--- config.mk ---
export PLATFORM = sky130hd
export DESIGN_NAME = serial_sub_ctrl
export DESIGN_NICKNAME = d
export VERILOG_FILES = /design/src/rtl/serial_sub_ctrl.sv
export SDC_FILE = /design/constraint.sdc
export NUM_CORES = 1
export LEC_CHECK = 0
export BUFFER_PORTS_ARGS = -buffer_cell sky130_fd_sc_hd__buf_4
export CAP_MARGIN = 5
export CORE_ASPECT_RATIO = 0.5
export CORE_MARGIN = 8
export CORE_UTILIZATION = 45
export CTS_BUF_LIST = sky130_fd_sc_hd__clkbuf_4 sky130_fd_sc_hd__clkbuf_8 sky130_fd_sc_hd__clkbuf_16
export DETAILED_ROUTE_END_ITERATION = 8
export PLACE_DENSITY = 0.77
export SLEW_MARGIN = 40
export SYNTH_ARGS = -nofsm -noshare
export SYNTH_HDL_FRONTEND = slang
export SYNTH_SLANG_ARGS = --single-unit
--- constraint.sdc ---
create_clock -name clk -period 4 [get_ports clk]
set_input_delay 0 -clock clk [delete_from_list [all_inputs] [get_ports clk]]
set_output_delay 0 -clock clk [all_outputs]
set_load 0.05 [all_outputs]
--- src/rtl/serial_sub_ctrl.sv ---
// serial_sub_ctrl
//   Bit-serial subtractor: computes A - B - Bin one bit per clock, LSB
//   first, with a single full-subtractor slice. A start in IDLE captures
//   the operands. WIDTH cycles of RUN follow, and then one DONE cycle
//   pulses done. Diff/Borrow are registered and hold the last completed
//   result until the next completion or reset.
//
// Ports
//   clk     in   clock, rising edge
//   rst_n   in   synchronous active-low reset
//   start   in   begin one subtraction (ignored unless IDLE)
//   A       in   [WIDTH] minuend
//   B       in   [WIDTH] subtrahend
//   Bin     in   borrow-in
//   Diff    out  [WIDTH] registered difference
//   Borrow  out  registered borrow-out
//   busy    out  high in RUN and DONE
//   done    out  one-cycle completion pulse (DONE state)
module serial_sub_ctrl #(
  parameter int WIDTH = 8
) (
  input  logic             clk,
  input  logic             rst_n,
  input  logic             start,
  input  logic [WIDTH-1:0] A,
  input  logic [WIDTH-1:0] B,
  input  logic             Bin,
  output logic [WIDTH-1:0] Diff,
  output logic             Borrow,
  output logic             busy,
  output logic             done
);

  localparam int CW = $clog2(WIDTH) + 1;

  typedef enum logic [1:0] {
    IDLE,
    RUN,
    DONE
  } state_e;

  state_e           state_q, state_d;
  logic [WIDTH-1:0] a_q, a_d;
  logic [WIDTH-1:0] b_q, b_d;
  logic [WIDTH-1:0] res_q, res_d;
  logic [WIDTH-1:0] diff_q, diff_d;
  logic             br_q, br_d;
  logic             borrow_q, borrow_d;
  logic [CW-1:0]    cnt_q, cnt_d;

  // Full-subtractor slice on the current LSBs of the operand shifters.
  logic d_bit;
  logic br_nx;
  logic last_bit;

  assign d_bit    = a_q[0] ^ b_q[0] ^ br_q;
  assign br_nx    = (~a_q[0] & b_q[0]) | (~a_q[0] & br_q) | (b_q[0] & br_q);
  assign last_bit = (cnt_q == CW'(WIDTH - 1));

  // State register and all datapath registers.
  always_ff @(posedge clk) begin
    if (!rst_n) begin
      state_q  <= IDLE;
      a_q      <= '0;
      b_q      <= '0;
      res_q    <= '0;
      diff_q   <= '0;
      br_q     <= 1'b0;
      borrow_q <= 1'b0;
      cnt_q    <= '0;
    end else begin
      state_q  <= state_d;
      a_q      <= a_d;
      b_q      <= b_d;
      res_q    <= res_d;
      diff_q   <= diff_d;
      br_q     <= br_d;
      borrow_q <= borrow_d;
      cnt_q    <= cnt_d;
    end
  end

  // Next-state and datapath next values.
  always_comb begin
    state_d  = state_q;
    a_d      = a_q;
    b_d      = b_q;
    res_d    = res_q;
    diff_d   = diff_q;
    br_d     = br_q;
    borrow_d = borrow_q;
    cnt_d    = cnt_q;
    case (state_q)
      IDLE: begin
        if (start) begin
          a_d     = A;
          b_d     = B;
          br_d    = Bin;
          res_d   = '0;
          cnt_d   = '0;
          state_d = RUN;
        end
      end
      RUN: begin
        a_d   = a_q >> 1;
        b_d   = b_q >> 1;
        res_d = {d_bit, res_q[WIDTH-1:1]};
        br_d  = br_nx;
        cnt_d = cnt_q + 1'b1;
        // The final slice is written straight to Diff so the result is
        // visible in the DONE cycle, not one cycle later.
        if (last_bit) begin
          diff_d   = {d_bit, res_q[WIDTH-1:1]};
          borrow_d = br_nx;
          state_d  = DONE;
        end
      end
      DONE: begin
        state_d = IDLE;
      end
      default: begin
        state_d = IDLE;
      end
    endcase
  end

  // Outputs decoded from state.
  always_comb begin
    busy = 1'b0;
    done = 1'b0;
    case (state_q)
      RUN: begin
        busy = 1'b1;
      end
      DONE: begin
        busy = 1'b1;
        done = 1'b1;
      end
      default: begin
        busy = 1'b0;
        done = 1'b0;
      end
    endcase
  end

  assign Diff   = diff_q;
  assign Borrow = borrow_q;

endmodule

== Yosys cells after proc, flatten, opt, wreduce, memory -nomap -nowiden ==
Index checks and enable logic that the tools add are counted.

* Flip-flop bits (word level): 40
* Word-level logic and storage cells: 43
* Bits of input ports: 20
* Output and inout bits: 11

* Reductions and logical operators: 6
* Mux-type cells: 15
* Equality and inequality tests: 5
* Bitwise logic cells: 8
* Add/sub/neg operators: 1

{| class="wikitable"
|+ Operators with widths
! operator !! count
|-
| $pmux 8 s2 || 3
|-
| $mux 8 || 3
|-
| $pmux 4 s2 || 1
|-
| $reduce_and 2->1 || 3
|-
| $add 4x1->4 const B || 1
|-
| $eq 4x3->1 const B || 1
|-
| $mux 2 || 2
|-
| $mux 4 || 1
|-
| $ne 2x2->1 const B || 2
|-
| $pmux 2 s2 || 1
|-
| $and 1x1->1 || 3
|-
| $mux 1 || 3
|-
| $eq 2x1->1 const B || 1
|-
| $eq 2x2->1 const B || 1
|-
| $logic_not 2->1 || 1
|-
| $or 1x1->1 || 2
|-
| $pmux 1 s2 || 1
|-
| $reduce_bool 2->1 || 1
|-
| $reduce_or 2->1 || 1
|-
| $xor 1x1->1 || 2
|-
| $not 1->1 || 1
|}

== Logic depth before layout (Yosys ltp) ==
* Depth in word-level cells: 5
* Depth in mapped cells: 8
* Mapped depth without buffers: 5

== Worst setup path before layout ==
No wires, ideal clock.

* Path type: reg-to-reg
* Start: reg state_q[0]
* End: reg a_q[4]
* Clock period less this slack: 1,459 ps
* Library setup time: 116 ps
* Required time: 3,884 ps
* Arrival time: 1,343 ps
* Buffers on the path: 1
* Slack: 2,541 ps
* Cell stages (with the launch flop): 6
* Cell sequence: dfxtp_1 inv_1 ha_1 mux2_4 buf_2 o211a_1

* Cells in the longest elaborated chain, start to end: 3
* Elaborated cells on any way between the ends: 6
* Classes of those cells: eq/ne (2); mux (1); reduce/logical (3)

{| class="wikitable"
|+ RTL lines
! what !! line !! source
|-
| start, declared || 42 || <nowiki>state_e state_q, state_d;</nowiki>
|-
| start signal, assigned || 72 || <nowiki>state_q <= state_d;</nowiki>
|-
| $eq 2x1->1 / $logic_not 2->1 (equally long branches) || 93 || <nowiki>case (state_q)</nowiki>
|-
| $reduce_bool 2->1 (no line) / $ne 2x2->1 (equally long branches) || n/a ||
|-
| $reduce_and 2->1 (no line) || n/a ||
|-
| end signal, assigned || 64 || <nowiki>a_q <= '0;</nowiki>
|-
| end signal, assigned || 73 || <nowiki>a_q <= a_d;</nowiki>
|-
| end, declared || 43 || <nowiki>logic [WIDTH-1:0] a_q, a_d;</nowiki>
|}

Parallel ways exist; a longest one is shown, timed or not.
A chain may end at the register's enable or synchronous reset.

== Final worst setup path ==
* Start: reg state_q[1]
* End: reg a_q[0]

The elaborated chain is that of the path after synthesis.

==> results.ini <==
[drt]
wl_per_cell_um=12.4
dr.pass1.iters=4
drtIter0Drc=46
vias_per_cell=5.17
drc=0
finalWirelength_mm=3.27
ant_nets=0
dr_total_vias=1365

[timing]
max_freq_ghz=0.487
finalSetupViolCount=0
max-slew-margin-rel=0.578
fin_worst_skew_ps=2.85
drv_slew=0
worstMarginPinSlew_ps=621
hold_violations=0
rsz0062_at_grt=false
setup_ws_ps=1950
tns_ps=0
min_period_over_period=0.513
layout_min_cycle_time_ps=2050

[grt]
grt_usage=0.107
grt_pass1_wl_mm=5.62
first_global_vias=1290
gr-total-overflow=0
grt_start_max_net_pins=49
antenna_found_initial=0

[power_and_ir_drop]
power.leakage_nw=0.996
p_total_mw=0.804
irDropWorstVdd_mv=0.162
power_density_nw_per_um2=383

[critical_path]
worst_path_dominant_cell_family=buffers and inverters
path_max_fanout=31
path_cells=inv_1 -> ha_1 -> buf_4 -> mux2_4 -> nand2_1 -> and3_1
critical_path_buf_inv_count=2
crit_path_start_kind=flip-flop
crit_path_start=state_q[1]
cp_data_required_time_ps=4180
critPathArrivalTime_ps=2230
critical_path_class=flip-flop to flip-flop
r2r_slack_ps=1950
cp-end-kind=flip-flop
worstReg2RegStart=state_q[1]
slowest_stage=ha_1
max_stage_delay_ps=440

[logic_synthesis]
synthArstFlopShare=0
synth_cell_types=28
ys_ff_latch=39
avgSynthCellArea_um2=9.65
synth_top_cell_by_area=dfxtp_1
yosysTopAreaCellShare=0.437
syn_nets=210
ys_seq_area_frac=0.437
synthesis.area_um2=1790
netlist_top_cells_area=dfxtp_1 44%, mux2i_1 9.5%, o211a_1 9.5%
synthFlopType=dfxtp_1
synth_edf_count=0
synthCells=185
yosys_warnings=0

[placement]
io_buffer_count=30
hpwl_mm=2.26
place_area_um2=1990
gp_congestion=0.705
place_ws_ps=1950
placedCellCount=254

[clock_network]
cts_tree=yes
clkSinkCount=39
cts_root_buffer=clkbuf_8
h-tree-depth=2
clk_pin_slew_worst_paths_ps=70
numCtsBuffers=5
cts.path.max_buffers=2
post_cts_buffers=0
worstSkewPairLatency_ps=280

[finish]
area_growth_pct=17.5
multi_input_area_um2=898
num-nets-final=234
stdcell_area_um2=2100
seq_area_um2=781
instances_no_fill=264
n_antenna_cell=0
fillers=347
layout-drive-gt1-share=0.195

[floorplanning]
die_w_um=105
die_h_um=60.5
initial_core_util=0.462
core_area_um2=3860
die-area_um2=6360
ios=31
rows=16

[min_path]
hp-start=A[1]
holdCritPathClass=input pin to flip-flop

[run_status]
outcome=finished clean

[flow_run]
drv_cap=0

-- cells by family after synthesis --
kind of cell,after synthesis,synth area share
flip-flops,39,0.437
adder cells (fa/ha/maj),5,0.0392
buffers and inverters,20,0.0617
AND/OR/NAND/NOR,60,0.168
AO/OA/AOI/OAI,43,0.190
multiplexers,18,0.104
-- final timing paths --
kind,endpoint,cells past startpoint
hold reg to reg,a_q[7],2
hold / removal,a_q[1],4
setup / recovery,a_q[0],6
setup reg to reg,a_q[0],6
-- routing by layer --
metal / GRT usage / up-vias / share of wire
li1: - / 707 / -
met1: 0.118 / 637 / 0.48
met2: 0.191 / 17 / 0.48
met3: 0.0307 / 4 / 0.027
met4: 0.0542 / 0 / 0.013
met5: 0 / - / 0
-- tightest hold or removal path, cell delays in order --
cell and delay [ps]:
buf_4 80, mux2i_1 50, nand2_1 60, o211a_1 130
-- cell type report --
class,count,area share
clock buffers,5,0.0328
well taps,54,0.0322
clock inverters,3,0.00716
flip-flops and latches,39,0.372
repair buffers,33,0.120
multi-input cells,126,0.428
inverters,4,0.00716
-- sequential cells by signal, summed over array words and instances, names as in the netlist --
register  flops
cnt_q         4
res_q         7
br_q          1
Diff          8
state_q       2
b_q           8
a_q           8
Borrow        1
-- stage by stage --
step	hold slack, ps	util
final	64.8	0.543
after global routing	72.1	0.543
after CTS	56.7	0.543
after detailed placement	295	0.516
after global placement	289	0.515
after floorplan	163	-
-- cells in the final DEF, fill, tap and decap left out, types with 5 or more instances in the layout --
master / count
a32oi_1: 8
buf_4: 31
clkbuf_8: 5
dfxtp_1: 39
mux2i_1: 16
nand2_1: 29
nand3_1: 9
nor2b_1: 11
o211a_1: 17
o21ai_0: 11
-- synthesized netlist by cell type (3+ instances only) --
master and count:
a21boi_1 3, a21oi_1 3, a32oi_1 8, buf_2 7, clkbuf_1 3, dfxtp_1 39, ha_1 4, inv_1 4
mux2i_1 17, nand2_1 29, nand3_1 9, nand3b_1 4, nor2b_1 11, o211a_1 17, o21ai_0 11
-- what timing repair did --
action / 4_1_cts / 5_1_grt
endpoints found under the setup margin: 0 / 0
hold buffers: 2 / 0
endpoints found under the hold margin: 2 / 0
gates resized for setup: 0 / 0
-- power by group --
group | internal [mW] | switching (mW) | total, mW
Sequential | 0.410 | 0.0118 | 0.422
Clock | 0.119 | 0.132 | 0.251
Combinational | 0.0616 | 0.0693 | 0.131
Total | 0.591 | 0.213 | 0.804
Power figures use the tool's default switching activity.
